## config.mk

```make
export PLATFORM = sky130hd
export DESIGN_NAME = alu_seq_ctrl
export DESIGN_NICKNAME = d
export VERILOG_FILES = /design/src/rtl/alu_seq_ctrl.sv
export SDC_FILE = /design/constraint.sdc
export NUM_CORES = 1
export LEC_CHECK = 0
export CORE_ASPECT_RATIO = 1.25
export CORE_MARGIN = 5
export CORE_UTILIZATION = 62
export CTS_BUF_LIST = sky130_fd_sc_hd__clkbuf_4 sky130_fd_sc_hd__clkbuf_8 sky130_fd_sc_hd__clkbuf_16
export DETAILED_ROUTE_END_ITERATION = 7
export PLACE_DENSITY = 0.89
export SYNTH_ARGS = -nofsm -noshare
export SYNTH_HDL_FRONTEND = slang
export SYNTH_SLANG_ARGS = --single-unit
```

## constraint.sdc

```tcl
create_clock -name clk -period 6.75 [get_ports clk]
set_input_delay 1.6875 -clock clk [delete_from_list [all_inputs] [get_ports clk]]
set_output_delay 1.6875 -clock clk [all_outputs]
set_load 0.005 [all_outputs]
```

## src/rtl/alu_seq_ctrl.sv

```systemverilog
// alu_seq_ctrl: sequential ALU controller, one operation in flight at a time.
//
// A request (in_a, in_b, in_func) is accepted on a valid/ready handshake and latched.
// The controller runs it over one or more cycles. The 2*width-bit result and the
// error flag are then held on a valid/ready result port until they are consumed.
//   func 00 add, 01 sub, 10 mul (signed operands, full-width result)
//   func 11 div (unsigned, result {quotient, remainder}, out_err on divide-by-zero)
// Latency from the accepting edge to out_valid: add/sub 1 edge, mul/div width+1 edges.
//
// Ports:
//   clk, rst_n            clock (rising edge), asynchronous active-low reset
//   in_valid/in_ready     request handshake; in_ready is high only in IDLE
//   in_a, in_b, in_func   operands and op code
//   out_valid/out_ready   result handshake; out_valid is high only in DONE
//   out_result, out_err   result and divide-by-zero flag, held while out_valid
//   busy                  high while an operation is executing or waiting to be consumed
module alu_seq_ctrl #(
  parameter int unsigned width = 6,
  parameter int unsigned cnt_w = 3
) (
  input  logic                 clk,
  input  logic                 rst_n,
  input  logic                 in_valid,
  output logic                 in_ready,
  input  logic [width-1:0]     in_a,
  input  logic [width-1:0]     in_b,
  input  logic [1:0]           in_func,
  output logic                 out_valid,
  input  logic                 out_ready,
  output logic [2*width-1:0]   out_result,
  output logic                 out_err,
  output logic                 busy
);

  localparam logic [1:0] FuncAdd = 2'b00;
  localparam logic [1:0] FuncSub = 2'b01;
  localparam logic [1:0] FuncMul = 2'b10;
  localparam logic [1:0] FuncDiv = 2'b11;

  typedef enum logic [1:0] {StIdle, StExec, StDone} state_e;

  state_e               state_q, state_d;
  logic [1:0]           func_q, func_d;
  // a_q: operand a (add/sub), dividend shifting into quotient (div); unused for mul.
  // b_q: operand b (add/sub/div), |b| shifting right (mul).
  logic [width-1:0]     a_q, a_d;
  logic [width-1:0]     b_q, b_d;
  logic                 sign_q, sign_d;
  logic [cnt_w-1:0]     cnt_q, cnt_d;
  // fin_q marks that all iterations are done; the next edge finalises the result.
  logic                 fin_q, fin_d;
  // acc_q: product accumulator (mul) or partial remainder in the low half (div).
  logic [2*width-1:0]   acc_q, acc_d;
  logic [2*width-1:0]   mcand_q, mcand_d;
  logic [2*width-1:0]   res_q, res_d;
  logic                 err_q, err_d;

  // Operand magnitudes; -(2**(width-1)) maps to 2**(width-1), which still fits
  // as an unsigned width-bit value.
  logic [width-1:0]     a_mag, b_mag;
  // Restoring-division step.
  logic [width:0]       rem_shift;
  logic [width-1:0]     rem_diff;
  logic                 rem_ge;

  always_comb begin
    a_mag     = in_a[width-1] ? -in_a : in_a;
    b_mag     = in_b[width-1] ? -in_b : in_b;
    rem_shift = {acc_q[width-1:0], a_q[width-1]};
    rem_ge    = rem_shift >= {1'b0, b_q};
    rem_diff  = rem_shift[width-1:0] - b_q;
  end

  always_comb begin
    state_d = state_q;
    func_d  = func_q;
    a_d     = a_q;
    b_d     = b_q;
    sign_d  = sign_q;
    cnt_d   = cnt_q;
    fin_d   = fin_q;
    acc_d   = acc_q;
    mcand_d = mcand_q;
    res_d   = res_q;
    err_d   = err_q;

    unique case (state_q)
      StIdle: begin
        if (in_valid) begin
          func_d  = in_func;
          cnt_d   = '0;
          fin_d   = 1'b0;
          acc_d   = '0;
          sign_d  = in_a[width-1] ^ in_b[width-1];
          state_d = StExec;
          if (in_func == FuncMul) begin
            a_d     = a_mag;
            b_d     = b_mag;
            mcand_d = {{width{1'b0}}, a_mag};
          end else begin
            a_d     = in_a;
            b_d     = in_b;
            mcand_d = '0;
          end
        end
      end

      StExec: begin
        unique case (func_q)
          FuncAdd: begin
            res_d   = {{width{a_q[width-1]}}, a_q} + {{width{b_q[width-1]}}, b_q};
            err_d   = 1'b0;
            state_d = StDone;
          end
          FuncSub: begin
            res_d   = {{width{a_q[width-1]}}, a_q} - {{width{b_q[width-1]}}, b_q};
            err_d   = 1'b0;
            state_d = StDone;
          end
          FuncMul: begin
            if (fin_q) begin
              res_d   = sign_q ? -acc_q : acc_q;
              err_d   = 1'b0;
              state_d = StDone;
            end else begin
              if (b_q[0]) begin
                acc_d = acc_q + mcand_q;
              end
              mcand_d = mcand_q << 1;
              b_d     = b_q >> 1;
            end
          end
          FuncDiv: begin
            if (fin_q) begin
              // b == 0 falls out naturally as q = all ones, r = a.
              res_d   = {a_q, acc_q[width-1:0]};
              err_d   = (b_q == '0);
              state_d = StDone;
            end else begin
              acc_d = {{width{1'b0}}, rem_ge ? rem_diff : rem_shift[width-1:0]};
              a_d   = {a_q[width-2:0], rem_ge};
            end
          end
          default: state_d = StIdle;
        endcase

        // Iteration counter for mul/div: stops at width-1, never wraps.
        if ((func_q == FuncMul || func_q == FuncDiv) && !fin_q) begin
          if (cnt_q == cnt_w'(width - 1)) begin
            fin_d = 1'b1;
          end else begin
            cnt_d = cnt_q + cnt_w'(1);
          end
        end
      end

      StDone: begin
        if (out_ready) begin
          state_d = StIdle;
        end
      end

      default: state_d = StIdle;
    endcase
  end

  always_ff @(posedge clk or negedge rst_n) begin
    if (!rst_n) begin
      state_q <= StIdle;
      func_q  <= '0;
      a_q     <= '0;
      b_q     <= '0;
      sign_q  <= 1'b0;
      cnt_q   <= '0;
      fin_q   <= 1'b0;
      acc_q   <= '0;
      mcand_q <= '0;
      res_q   <= '0;
      err_q   <= 1'b0;
    end else begin
      state_q <= state_d;
      func_q  <= func_d;
      a_q     <= a_d;
      b_q     <= b_d;
      sign_q  <= sign_d;
      cnt_q   <= cnt_d;
      fin_q   <= fin_d;
      acc_q   <= acc_d;
      mcand_q <= mcand_d;
      res_q   <= res_d;
      err_q   <= err_d;
    end
  end

  assign in_ready   = (state_q == StIdle);
  assign out_valid  = (state_q == StDone);
  assign busy       = (state_q != StIdle);
  assign out_result = res_q;
  assign out_err    = err_q;

endmodule

```

==> run summary, run 1 <==
## Timing
• 0 ps — setup TNS
• 3370 ps — min cycle time layout
• 50.0% — period utilisation layout
• 0 — fin. max-slew vios
• false — unrepaired setup endpoints after global routing
• 488 ps — WHS
• 38.8% — worst rel slew slack
• 0 — Final Hold Viols
• 918 ps — actual slew at the worst max-slew pin
• 0.297 GHz — maximum achievable frequency
• 0 — Setup-failing EPs final
• 8.63 ps — clock tree skew after final layout
• 3380 ps — least setup slack across all paths after layout

## Setup path
• 500 ps — crit-path max cell delay
• sky130_fd_sc_hd__clkdlybuf4s50_1 — critical path's slowest cell
• 2 — worst path bufs/invs
• 7 — Critical Path Fanout Max
• 5060 ps — required time of the critical path
• or2_2 > inv_1 > clkdlybuf4s50_1 — cells along the critical path
• buffers and inverters — family of cells with the greatest summed delay on the critical path
• reg -> out — type of the setup path with the least slack
• flop — sort of element at the start of the critical path
• 1680 ps — worst path arrival time
• output port — type of element capturing the critical path

## Yosys
• 100% — proportion of register bits with asynchronous set or reset after synthesis
• 573 — Synthesized Nets
• 8.33 um2 — synthesized area per cell
• 517 — Cells after Synth
• 58 — number of register bits inferred by synthesis
• 33.7% — portion of the post-synthesis area used by sequential elements
• 4310 um2 — cell area after synthesis
• 0 — number of enable flip-flop cells after synthesis
• sky130_fd_sc_hd__dfrtp_1 — flip-flop cell with the highest count after synthesis
• 57 — distinct cell type count of the synthesized netlist
• 0 — total number of yosys warnings

## Die
• 6850 um2 — Placeable Area
• 103 um — die outline height
• 62.9% — Starting Density
• 34 — Rows
• 84.5 um — horizontal die dimension
• 34 — Top-Level Pins
• 8720 um2 — die footprint

## CTS
• 0 — hold buffer count at cts
• 3 — number of levels the H-tree was split into
• 0 — post-cts gate resize count
• yes — CTS tree
• 70 ps — clock-pin slew on the worst setup and hold paths
• 9 — cts bufs inserted
• 2 — maximum buffer depth of the clock tree
• sky130_fd_sc_hd__clkbuf_8 — cell at the root of the clock tree
• 58 — number of sinks handled by clock tree synthesis
• 0 — total setup buffers inserted after CTS
• 350 ps — worst skew pair latency

## Routing
• 290 — drt first-iter violations
• 5.99 — Via-to-Cell Ratio
• 16.2 um — Wirelength per Cell
• 3826 — routed vias
• 0 — remaining antenna violation count
• 4 — number of iterations in the first detailed-routing pass
• 0 — Remaining DRCs
• 10.3 mm — post-detailed-routing wire length

## Placement
• 3220 ps — setup slack at placement
• 624 — number of placed cells counting well taps
• 4680 um2 — area post-placement
• 7.64 mm — HPWL after DPL
• 0.964 — final RePlAce weighted congestion
• 33 — IO Port Bufs

## Layout
• 4890 um2 — Post-Layout Inst Area
• 13.5% — area delta synth->final
• 639 — final standard cell count with taps included and fillers excluded
• 71.4% — core utilization of the finished layout
• 601 — number of nets at the end of the flow
• 0 — ANT cells
• 5.83% — fraction of final layout cells sized beyond drive strength 1

## Global route
• 25.1% — Global Route Usage Sum
• 17.5 mm — global-route wire length before repair
• 0 — number of antenna violations at the first check in global routing
• 59 — largest net degree at the start of global routing
• 3813 — via count of the first global-routing pass
• 0 — GRT Residual Overflow

## Job
• 0 — number of max-capacitance violations reported

## Power and ir drop
• 2.30 mW — sum of internal, switching and leakage power
• 470 nW/um2 — power density cells
• 0.214 mV — largest vdd supply drop
• 2.22 nW — leakage power figure

## Worst hold path
• reg -> reg — worst min path class

## Run status
• finished clean — outcome

[final cells by class]
type                            instances  area (um2)
Multi-Input combinational cell        416        2680
Clock inverter                          2        35.0
Tap cell                               90         113
Timing Repair Buffer                   36         348
Clock buffer                           13         173
Fill cell                             529        1960
Inverter                               24        90.1
Sequential cell                        58        1450
[worst paths after layout]
check	start	endpoint	slack, ps	cells past startpoint
worst max-delay path	state_q[0]$_DFFE_PN0P_	in_ready	3380	3
worst min-delay path	out_result[2]$_DFFE_PN0P_	out_result[2]$_DFFE_PN0P_	490	2
worst max register to register	b_q[2]$_DFFE_PN0P_	acc_q[1]$_DFFE_PN0P_	4140	8
worst min register to register	out_result[2]$_DFFE_PN0P_	out_result[2]$_DFFE_PN0P_	490	2
max in group asynchronous	rst_n	mcand_q[2]$_DFFE_PN0P_	4780	2
min in group asynchronous	rst_n	out_result[4]$_DFFE_PN0P_	1480	2
[synthesized netlist by cell type (9+ instances only)]
master	instances	share of area, %
sky130_fd_sc_hd__clkbuf_1	12	1.0
sky130_fd_sc_hd__inv_1	24	2.1
sky130_fd_sc_hd__o21ai_0	55	6.4
sky130_fd_sc_hd__o21ai_1	9	1.0
sky130_fd_sc_hd__xnor2_1	15	3.1
sky130_fd_sc_hd__dfrtp_1	58	34
sky130_fd_sc_hd__nand2_1	70	6.1
sky130_fd_sc_hd__xor2_1	18	3.7
sky130_fd_sc_hd__nand3_1	10	1.2
sky130_fd_sc_hd__a21oi_1	45	5.2
sky130_fd_sc_hd__nor2_1	47	4.1
sky130_fd_sc_hd__nand2b_1	10	1.5
sky130_fd_sc_hd__ha_1	34	9.9
[power by group]
group | total, mW | internal [mW] | switching, mW
Clock | 0.342 | 0.202 | 0.139
Sequential | 0.649 | 0.464 | 0.186
Combinational | 1.31 | 0.570 | 0.737
[sequential cells by signal, summed over array words and instances (netlist names)]
signal,cells
out_err,1
out_result,12
fin_q,1
sign_q,1
a_q,6
state_q,2
cnt_q,3
acc_q,12
mcand_q,12
func_q,2
b_q,6
[logic make-up (layout without fill, tap and decap cells)]
| kind of cell | after synthesis | after routing | share of synthesized area (%) |
|---|---|---|---|
| buffers and inverters | 43 | 75 | 4.18 |
| DFF | 58 | 58 | 33.7 |
| muxes | 10 | 10 | 2.41 |
| AOI/OAI and AO/OA | 162 | 162 | 23.0 |
| xor gates and xnor gates | 33 | 33 | 6.71 |
| adders and majority gates | 38 | 38 | 11.7 |
| and+or+nand+nor | 173 | 173 | 18.3 |
[worst register-to-register path: cells and delay by family (launching register included)]
kind / cells / cell delay [ps]
buffers and inverters: 1 / 100
flip-flops: 1 / 460
adder cells (fa/ha/maj): 1 / 400
AO/OA/AOI/OAI: 5 / 1380
AND/OR/NAND/NOR: 1 / 130
[cells in the final DEF, fill, tap and decap left out, drive strengths merged, types with 13 or more instances in the layout]
master,Yosys,final
a21oi,47,47
clkbuf,12,13
clkdlybuf4s50,0,32
dfrtp,58,58
ha,34,34
inv,24,24
nand2,70,70
nor2,50,50
o21ai,64,64
xnor2,15,15
xor2,18,18
[per-layer routing]
metal  global-route usage, %  wire, um  part of all wire, %
met5                       0         0                    0
met2                    44.4      5230                   51
met4                    13.8       346                  3.3
met3                    3.09       472                  4.6
met1                    30.0      4290                   42
No activity file was read; power rests on OpenSTA's default activity.
==> inputs of run 2 (changes only) <==
--- a/config.mk
+++ b/config.mk
@@ -7,10 +7,10 @@
 export LEC_CHECK = 0
 export CORE_ASPECT_RATIO = 1.25
 export CORE_MARGIN = 5
-export CORE_UTILIZATION = 62
+export CORE_UTILIZATION = 59
 export CTS_BUF_LIST = sky130_fd_sc_hd__clkbuf_4 sky130_fd_sc_hd__clkbuf_8 sky130_fd_sc_hd__clkbuf_16
 export DETAILED_ROUTE_END_ITERATION = 7
-export PLACE_DENSITY = 0.89
+export PLACE_DENSITY = 0.86
 export SYNTH_ARGS = -nofsm -noshare
 export SYNTH_HDL_FRONTEND = slang
 export SYNTH_SLANG_ARGS = --single-unit
==> constraint.sdc (replaced) <==
create_clock -name clk -period 3.15 [get_ports clk]
set_input_delay 0.7875 -clock clk [delete_from_list [all_inputs] [get_ports clk]]
set_output_delay 0.7875 -clock clk [all_outputs]
set_load 0.005 [all_outputs]
==> run 2 against run 1 <==
Compared with the run above: via count shrank 0.21%; critical path depth grew 5; worst hold slack lost 0.81 ps; total power grew 110%; combinational power is 120% higher; global-route usage fell by 1.0 points; first-iteration DRC count shrank 18%; largest power group unchanged; cell count grew 0.94%.
==> run summary, run 2 (synthesis results as in run 1) <==
## Global route
• 0 — number of antenna violations at the first check in global routing, unchanged
• 40 — largest net degree at the start of global routing, -32%
• 3697 — via count of the first global-routing pass, -3.0%
• 24.1% — Global Route Usage Sum, -1.0 points
• 17.5 mm — global-route wire length before repair, -0.11%
• 0 — GRT Residual Overflow, unchanged

## Placement
• 601 ps — setup slack at placement, -2620 ps
• 0.935 — final RePlAce weighted congestion, -3.0%
• 33 — IO Port Bufs, unchanged
• 4720 um2 — area post-placement, +0.80%
• 8.08 mm — HPWL after DPL, +5.9%

## Setup path
• 3360 ps — required time of the critical path, -1700 ps
• flop — type of element capturing the critical path
• 7 — Critical Path Fanout Max, unchanged
• flop — sort of element at the start of the critical path
• reg -> reg — type of the setup path with the least slack
• 2770 ps — worst path arrival time, +1090 ps

## Layout
• 1450 um2 — FF+latch area, unchanged
• 554 — fillcell total, +4.7%
• 2680 um2 — footprint of the multi-input gates, unchanged
• sky130_fd_sc_hd__nand2_1 (70), sky130_fd_sc_hd__dfrtp_1 (58), sky130_fd_sc_hd__o21ai_0 (55) — leading cell types in the layout, fill and taps excluded
• sky130_fd_sc_hd__nand2_1 — most common cell after layout, fill and taps aside
• 0 — ANT cells, unchanged
• 6.85% — fraction of final layout cells sized beyond drive strength 1, +1.0 points
• 606 — number of nets at the end of the flow, +0.83%
• 13.9% — area delta synth->final
• 4910 um2 — Post-Layout Inst Area, +0.38%

## CTS
• 350 ps — worst skew pair latency, about the same
• 58 — number of sinks handled by clock tree synthesis, unchanged
• sky130_fd_sc_hd__clkbuf_8 — cell at the root of the clock tree
• 70 ps — clock-pin slew on the worst setup and hold paths, about the same
• 9 — cts bufs inserted, unchanged
• 2 — maximum buffer depth of the clock tree, unchanged
• yes — CTS tree
• 0 — post-cts gate resize count, unchanged
• 0 — total setup buffers inserted after CTS, unchanged
• 0 — hold buffer count at cts, unchanged
• 3 — number of levels the H-tree was split into, unchanged

## Worst hold path
• reg -> reg — worst min path class

## Power and ir drop
• 46.9% — Switching Fraction, +0.72 points
• 1010 nW/um2 — power density cells, +110%
• 2.23 nW — leakage power figure, +0.69%
• 26.6% — Flop pwr share, -1.7 points
• 2.62 mW — internal power, +110%
• 13.8% — share of total power in the clock network, -1.1 points
• 59.7% — portion of total power attributed to combinational logic, +2.8 points
• 2.31 mW — Net Sw Power, +120%
• 0.554 mV — largest vdd supply drop, +160%

## Job
• 0 — number of max-capacitance violations reported, unchanged

## Die
• 106 um — die outline height, +2.3%
• 9120 um2 — die footprint, +4.5%
• 86.4 um — horizontal die dimension, +2.2%
• 34 — Top-Level Pins, unchanged
• 61.4% — Starting Density, -1.5 points
• 7020 um2 — Placeable Area, +2.5%
• 34 — Rows, unchanged

## Routing
• 238 — drt first-iter violations, -18%
• 3818 — routed vias, -0.21%
• 0 — Remaining DRCs, unchanged
• 5.92 — Via-to-Cell Ratio, -1.1%
• 10.4 mm — post-detailed-routing wire length, +0.68%
• 16.1 um — Wirelength per Cell, -0.26%
• 0 — remaining antenna violation count, unchanged
• 5 — number of iterations in the first detailed-routing pass, +1

## Timing
• 0 ps — setup TNS, unchanged
• 2560 ps — min cycle time layout
• 0.391 GHz — maximum achievable frequency
• 0 — Setup-failing EPs final, unchanged
• false — unrepaired setup endpoints after global routing
• 13.1 ps — clock tree skew after final layout, +4.46 ps
• 39.6% — worst rel slew slack, +0.73 points
• 907 ps — actual slew at the worst max-slew pin, -11.0 ps
• 0 — Final Hold Viols, unchanged
• 0 — fin. max-slew vios, unchanged
• 81.3% — period utilisation layout
• 590 ps — least setup slack across all paths after layout, -2790 ps

## Run status
• finished clean — outcome

run 2: changes by cell type in the layout (fill, tap and decap cells not counted), sizes merged:
cell      change
clkinv        +3
clkbuf        -3
clkinvlp      +1
buf           +5
run 2: final timing paths:
kind | start | end | slack (ps) | cells after the start
max in group asynchronous | rst_n | mcand_q[0]$_DFFE_PN0P_ | 1960 | 2
min in group asynchronous | rst_n | cnt_q[0]$_DFFE_PN0P_ | 500 | 1
setup / recovery | acc_q[0]$_DFFE_PN0P_ | acc_q[10]$_DFFE_PN0P_ | 590 | 8
setup reg to reg | acc_q[0]$_DFFE_PN0P_ | acc_q[10]$_DFFE_PN0P_ | 590 | 8
hold reg to reg | out_result[3]$_DFFE_PN0P_ | out_result[3]$_DFFE_PN0P_ | 490 | 2
hold / removal | out_result[3]$_DFFE_PN0P_ | out_result[3]$_DFFE_PN0P_ | 490 | 2
run 2: critical path, stage by stage, from the launching register on:
cell and delay [ps]:
sky130_fd_sc_hd__dfrtp_1 490, sky130_fd_sc_hd__ha_1 280, sky130_fd_sc_hd__fa_1 410, sky130_fd_sc_hd__a211oi_1 400
sky130_fd_sc_hd__o21ai_0 180, sky130_fd_sc_hd__a31oi_1 280, sky130_fd_sc_hd__o21ai_0 150, sky130_fd_sc_hd__xnor2_1 150
sky130_fd_sc_hd__o21ai_1 70
run 2: metal layers:
| metal | global-route usage (%) | vias to the layer above | wire, um |
|---|---|---|---|
| li1 | - | 1892 | - |
| met1 | 30.4 | 1807 | 4390 |
| met2 | 40.5 | 97 | 5280 |
| met3 | 3.67 | 22 | 480 |
| met4 | 10.6 | 0 | 264 |
| met5 | 0 | - | 0 |
run 2: power by group through the flow:
stage | combinational [mW] | sequential, mW | clock, mW
floorplan | 2.20 | 1.23 | 0
global placement | 2.82 | 1.30 | 0
detailed placement | 2.91 | 1.32 | 0
CTS | 2.93 | 1.30 | 0.687
global route | 3.29 | 1.35 | 0.714
finish | 2.94 | 1.31 | 0.679
run 2: area by class of cell:
cell class	instances	area share (%)
clock buffer	10	2.68
sequential	58	29.6
tap	90	2.30
inverter	24	1.84
multi-input combinational	416	54.6
clock inverter	6	1.17
timing repair buffer	41	7.86
run 2: stage by stage:
| stage | hold slack (ps) | std cells | power (mW) | utilization (%) |
|---|---|---|---|---|
| floorplan | 469 | 517 | 3.43 | - |
| global placement | 462 | 629 | 4.12 | 67.2 |
| detailed placement | 474 | 629 | 4.22 | 67.2 |
| CTS | 489 | 645 | 4.92 | 69.9 |
| global route | 510 | 645 | 5.35 | 69.9 |
| finish | 487 | 645 | 4.93 | 69.9 |
==> inputs of run 3 (changes only) <==
--- a/config.mk
+++ b/config.mk
@@ -7,10 +7,10 @@
 export LEC_CHECK = 0
 export CORE_ASPECT_RATIO = 1.25
 export CORE_MARGIN = 5
-export CORE_UTILIZATION = 59
+export CORE_UTILIZATION = 54
 export CTS_BUF_LIST = sky130_fd_sc_hd__clkbuf_4 sky130_fd_sc_hd__clkbuf_8 sky130_fd_sc_hd__clkbuf_16
 export DETAILED_ROUTE_END_ITERATION = 7
-export PLACE_DENSITY = 0.86
+export PLACE_DENSITY = 0.83
 export SYNTH_ARGS = -nofsm -noshare
 export SYNTH_HDL_FRONTEND = slang
 export SYNTH_SLANG_ARGS = --single-unit
==> constraint.sdc (replaced) <==
create_clock -name clk -period 2.3 [get_ports clk]
set_input_delay 0.575 -clock clk [delete_from_list [all_inputs] [get_ports clk]]
set_output_delay 0.575 -clock clk [all_outputs]
set_load 0.005 [all_outputs]
==> run 3 against run 2 <==
Compared with the run above: critical endpoint is now acc_q[8]$_DFFE_PN0P_; highest routed layer unchanged; largest cell class unchanged; clock-buffer cell count rose by 3; worst hold slack got worse by 250 ps; sequential power rose by 31%; via count rose by 4.4%; critical path depth rose by 1; sequential share of layout area fell by 2.0 points; worst setup slack got worse by 520 ps; die area rose by 8.3%.
==> run summary, run 3 (synthesis results as in run 1) <==
## Layout
• sky130_fd_sc_hd__nand2_1 (70), sky130_fd_sc_hd__dfrtp_1 (57), sky130_fd_sc_hd__o21ai_0 (51) — leading cell types in the layout, fill and taps excluded
• 67.6% — core utilization of the finished layout, -2.2 points
• 5270 um2 — Post-Layout Inst Area, +7.4%
• 686 — final standard cell count with taps included and fillers excluded, +6.4%
• 22.4% — area delta synth->final
• sky130_fd_sc_hd__nand2_1 — most common cell after layout, fill and taps aside
• 650 — fillcell total, +17%
• 15.1% — fraction of final layout cells sized beyond drive strength 1, +8.2 points
• 0 — ANT cells, unchanged
• 642 — number of nets at the end of the flow, +5.9%

## Placement
• 1.03 — final RePlAce weighted congestion, +10%
• 4990 um2 — area post-placement, +5.8%
• 8.14 ps — setup slack at placement, -593 ps
• 8.76 mm — HPWL after DPL, +8.3%
• 33 — IO Port Bufs, unchanged
• 668 — number of placed cells counting well taps, +6.2%

## Timing
• 0 — Setup-failing EPs final, unchanged
• 0.449 GHz — maximum achievable frequency, +15%
• 96.7% — period utilisation layout, +15 points
• 616 ps — actual slew at the worst max-slew pin, -291 ps
• 59.0% — worst rel slew slack, +19 points
• 74.9 ps — least setup slack across all paths after layout, -516 ps
• 5.52 ps — clock tree skew after final layout, -7.58 ps
• 0 — Final Hold Viols, unchanged
• 2230 ps — min cycle time layout, -334 ps
• 0 — fin. max-slew vios, unchanged

## Power and ir drop
• 0.776 mV — largest vdd supply drop, +40%
• 3.98 mW — internal power, +52%
• 3.38 mW — Net Sw Power, +46%
• 1390 nW/um2 — power density cells, +39%
• 45.9% — Switching Fraction, -1.0 points
• 2.40 nW — leakage power figure, +7.6%
• 65.0% — portion of total power attributed to combinational logic, +5.3 points
• 11.7% — share of total power in the clock network, -2.1 points
• 23.3% — Flop pwr share, -3.3 points

## CTS
• 2 — maximum buffer depth of the clock tree, unchanged
• 3 — number of levels the H-tree was split into, unchanged
• 9 — cts bufs inserted, unchanged
• 350 ps — worst skew pair latency, about the same
• 58 — number of sinks handled by clock tree synthesis, unchanged
• 70 ps — clock-pin slew on the worst setup and hold paths, about the same
• 0 — hold buffer count at cts, unchanged
• sky130_fd_sc_hd__clkbuf_8 — cell at the root of the clock tree
• yes — CTS tree

## Routing
• 0 — remaining antenna violation count, unchanged
• 16.5 um — Wirelength per Cell, +2.4%
• 3986 — routed vias, +4.4%
• 0 — Remaining DRCs, unchanged
• 4 — number of iterations in the first detailed-routing pass, -1
• 5.81 — Via-to-Cell Ratio, -1.8%
• 243 — drt first-iter violations, +2.1%
• 11.3 mm — post-detailed-routing wire length, +8.9%

## Job
• 0 — number of max-capacitance violations reported, unchanged

## Die
• 7790 um2 — Placeable Area, +11%
• 55.3% — Starting Density, -6.1 points
• 34 — Top-Level Pins, unchanged
• 89.9 um — horizontal die dimension, +4.0%
• 36 — Rows, +5.9%
• 110 um — die outline height, +4.1%
• 9870 um2 — die footprint, +8.3%

## Setup path
• acc_q[8]$_DFFE_PN0P_ — reg2reg end
• ha_1 > fa_2 > a211oi_2 > buf_4 > o21ai_0 > a31oi_1 > buf_4 > xor2_1 > o21ai_0 — cells along the critical path
• reg -> reg — type of the setup path with the least slack
• flop — type of element capturing the critical path
• adder cells — family of cells with the greatest summed delay on the critical path
• 2440 ps — worst path arrival time, -330 ps
• 2 — worst path bufs/invs, +2
• 9 — Worst Reg-to-Reg Cells, +1
• 2510 ps — required time of the critical path, -850 ps
• 4 — Critical Path Fanout Max, -3
• 400 ps — crit-path max cell delay, -90 ps
• acc_q[0]$_DFFE_PN0P_ — r2r startpoint
• flop — sort of element at the start of the critical path
• sky130_fd_sc_hd__dfrtp_1 — critical path's slowest cell
• 70 ps — minimum setup slack among reg-to-reg paths, -520 ps

## Global route
• 40 — largest net degree at the start of global routing, unchanged
• 23.5% — Global Route Usage Sum, -0.61 points
• 0 — GRT Residual Overflow, unchanged
• 0 — number of antenna violations at the first check in global routing, unchanged
• 4024 — via count of the first global-routing pass, +8.8%
• 18.7 mm — global-route wire length before repair, +6.7%

## Worst hold path
• in -> async — worst min path class

## Run status
• finished clean — outcome

==> run 3: worst register-to-register path, delay by kind of cell, from the launching register on <==
kind,cells,cell delay (ps)
buffers and inverters,2,320
AOI/OAI and AO/OA,4,620
DFF,1,400
adders and majority gates,2,620
xor gates and xnor gates,1,130
==> run 3: power by group through the flow <==
stage | Clock (mW) | Sequential, mW | Combinational (mW)
6_report | 0.856 | 1.71 | 4.78
5_1_grt | 0.909 | 1.76 | 5.27
4_1_cts | 0.871 | 1.69 | 4.56
2_1_floorplan | 0 | 1.68 | 3.02
3_3_place_gp | 0 | 1.69 | 4.43
3_5_place_dp | 0 | 1.71 | 4.51
==> run 3: how the worst max path moves through the flow <==
stage | from | endpoint | slack [ps] | cells past startpoint
after floorplan | acc_q[0]$_DFFE_PN0P_ | acc_q[10]$_DFFE_PN0P_ | 100 | 8
after global placement | in_func[1] | b_q[3]$_DFFE_PN0P_ | 50 | 7
after detailed placement | in_func[1] | b_q[3]$_DFFE_PN0P_ | 8 | 7
after CTS | acc_q[0]$_DFFE_PN0P_ | acc_q[10]$_DFFE_PN0P_ | 30 | 9
after global routing | a_q[5]$_DFFE_PN0P_ | acc_q[3]$_DFFE_PN0P_ | -8 | 10
final | acc_q[0]$_DFFE_PN0P_ | acc_q[8]$_DFFE_PN0P_ | 70 | 9
==> run 3: routing by layer <==
layer | vias up | track usage [%] | wire, um
met5 | - | 0 | 0
li1 | 1959 | - | -
met4 | 0 | 13.6 | 404
met3 | 25 | 2.26 | 377
met2 | 88 | 41.5 | 5720
met1 | 1914 | 28.1 | 4840
==> run 3: through the flow <==
stage	hold WS, ps	TNS (ps)	power [mW]
3_3_place_gp	464	0	6.12
4_1_cts	241	0	7.13
5_1_grt	279	-7.93	7.94
2_1_floorplan	279	0	4.70
6_report	237	0	7.35
3_5_place_dp	474	0	6.22
==> run 3: final cells by class <==
cell class | instances | area, um2 | share of cell area, %
timing repair buffer | 77 | 668 | 12.7
tap | 95 | 119 | 2.25
clock inverter | 3 | 15.0 | 0.285
inverter | 24 | 90.1 | 1.71
multi-input combinational | 416 | 2770 | 52.5
clock buffer | 13 | 160 | 3.04
sequential | 58 | 1450 | 27.6
==> run 3: timing repair <==
action                     CTS  global route
buffers inserted             0             2
setup endpoints to repair    0            10
hold endpoints to repair     0             0
gates resized for setup      0            19
==> variant (flow settings as in run 2) <==
Re-encode `state_e` (3 states) as one-hot, 3 bits wide.
--- a/src/rtl/alu_seq_ctrl.sv
+++ b/src/rtl/alu_seq_ctrl.sv
@@ -39,3 +39,3 @@
 
-  typedef enum logic [1:0] {StIdle, StExec, StDone} state_e;
+  typedef enum logic [2:0] {StIdle = 3'b001, StExec = 3'b010, StDone = 3'b100} state_e;
 
Check against the original RTL: no difference found for any inputs over 4 cycles, from zero or initial values and one cycle with rst_n low; so few cycles prove little.
==> variant against run 2 <==
Total power down 1.7%. Sequential cell count rose by 1. Worst setup slack lost 260 ps. Count of clock-buffer cells in the layout fell by 1. Final area grew 7.1%. Area after synthesis up 8.0%. Sequential share of layout area is 1.5 points lower. Highest routed layer unchanged. Routed wire length is 16% higher.
==> variant: results (changes against run 2) <==
.. list-table::
   :header-rows: 1

   * - Metric
     - Value
   * - Via count of the first global-routing pass
     - 4151 (+12%)
   * - Most frequently used flop master after synthesis
     - dfrtp_1
   * - Later-pin clock latency in the skew report
     - 350 ps (about the same)
   * - Routed length on met3
     - 782 µm (+63%)
   * - Global routing met2 resource utilization
     - 44.8% (+4.3 points)
   * - Slew margin rel.
     - 42.9% (+3.4 points)
   * - Sum of met2 wire segment lengths after detailed routing
     - 6100 µm (+16%)
   * - GR Util met1
     - 31.7% (+1.3 points)
   * - Leakage Power
     - 2.40 nW (+7.7%)
   * - DRT met1 WL
     - 4640 µm (+5.7%)
   * - Worst Skew
     - 9.07 ps (-4.03 ps)
   * - Placed insts
     - 650 (+3.3%)
   * - Count of placed standard cells in the final layout, fillers left out
     - 666 (+3.3%)
   * - Cell types with the largest area share after synthesis
     - dfrtp_1 (31%), ha_1 (9.1%), nand2_1 (4.5%)
   * - Clock transition at the registers of the reported paths
     - 80 ps
   * - GR Layer Usage met3
     - 3.33% (-0.34 points)
   * - Number of max-capacitance violations reported
     - 0 (unchanged)
   * - Count of TritonRoute iterations in the first routing pass
     - 7 (+2)
   * - Count of input and output buffers
     - 33 (unchanged)
   * - Via density per instance
     - 6.45 (+8.9%)
   * - Violation count after the first detailed-routing iteration
     - 336 (+41%)
   * - Sequential share of the synthesized area
     - 31.8% (-1.9 points)
   * - Number of buffers between clock root and the deepest sink
     - 2 (unchanged)
   * - Number of diodes
     - 0 (unchanged)
   * - Total nets after synthesis
     - 593 (+3.5%)
   * - Sum of net half-perimeters after detailed placement
     - 9290 µm (+15%)
   * - Clock root buffer
     - clkbuf_8
   * - Warnings from Yosys
     - 0 (unchanged)
   * - Arrival time reported for the critical path endpoint
     - 2030 ps (-740 ps)
   * - Wirelength per Cell
     - 18.2 µm (+12%)
   * - H-tree levels
     - 3 (unchanged)
   * - First-pass GRT wire length
     - 19900 µm (+14%)
   * - Top metal layer carrying routed signals
     - met4
   * - Layout cell share with drive strength beyond 1
     - 8.06% (+1.2 points)
   * - Outcome
     - finished clean
   * - Highest ir drop seen on vdd
     - 0.000635 V (+15%)
   * - Placer Congestion
     - 0.941 (+0.64%)
   * - Fraction of registers with async set/reset
     - 100% (unchanged)
   * - Maximum number of pins on one net before global-route repair
     - 54 (+35%)
   * - Num CTS Buffers
     - 9 (unchanged)
   * - Number of antenna violations at the first check in global routing
     - 0 (unchanged)
   * - Post-CTS Resized
     - 0 (unchanged)
   * - Synth cell count leaders
     - dfrtp_1 (58), nand2_1 (56), nor2_1 (47), ha_1 (34), a21oi_1 (33)
   * - Netlist cell types
     - 66 (+16%)
   * - Critical path peak fanout
     - 9 (+2)
   * - Number of nets in the finished design
     - 622 (+2.6%)
   * - Number of cells produced by synthesis
     - 537 (+3.9%)
   * - Class of the worst hold path
     - primary input to asynchronous set/reset pin
   * - Aggregate global-route resource usage
     - 26.3% (+2.1 points)
-- variant: critical path: stages, from the launching register on --
cell and delay [ps]:
dfrtp_1 530, inv_1 160, or3_1 430, inv_1 70, clkdlybuf4s50_1 490
-- variant: layout make-up --
class                      count  area (µm²)
inverter                      29         109
multi-input combinational    426        2940
fill                         614        2490
clock inverter                 7        98.8
sequential                    59        1480
tap                           95         119
timing repair buffer          41         385
clock buffer                   9         124
-- variant: metrics by stage --
stage / util [%] / power [W] / cell area, µm² / setup WS [ps]
2_1_floorplan: - / 0.00321 / 4650 / 1030
3_3_place_gp: 64.9 / 0.00389 / 5030 / 605
3_5_place_dp: 64.9 / 0.00401 / 5030 / 547
4_1_cts: 67.8 / 0.00482 / 5250 / 332
5_1_grt: 67.8 / 0.00522 / 5250 / 249
6_report: 67.8 / 0.00485 / 5250 / 333
-- variant: logic make-up after synthesis --
family          count (synthesis)  share of synthesized area, %
simple gates                  178                          19.2
compound gates                159                          22.7
flops                          59                          31.8
buf+inv                        52                          4.98
fa+ha+maj                      38                          10.9
xor+xnor                       27                          5.09
mux                            24                          5.33
-- variant: path summary, 6_finish.rpt --
check | cells after the start | endpoint | slack [ps] | from
max reg2reg | 6 | acc_q[11] | 680 | acc_q[2]
min in group clk | 2 | out_result[1] | 480 | out_result[1]
min reg2reg | 2 | out_result[1] | 480 | out_result[1]
max | 4 | out_valid | 330 | state_q[2]
min | 1 | out_result[1] | 260 | rst_n
max in group asynchronous | 2 | acc_q[7] | 2000 | rst_n
-- variant: power by group --
| group | internal, W | switching (W) |
|---|---|---|
| Combinational | 0.00119 | 0.00154 |
| Sequential | 0.00100 | 0.000334 |
| Clock | 0.000450 | 0.000336 |
| Total | 0.00264 | 0.00221 |
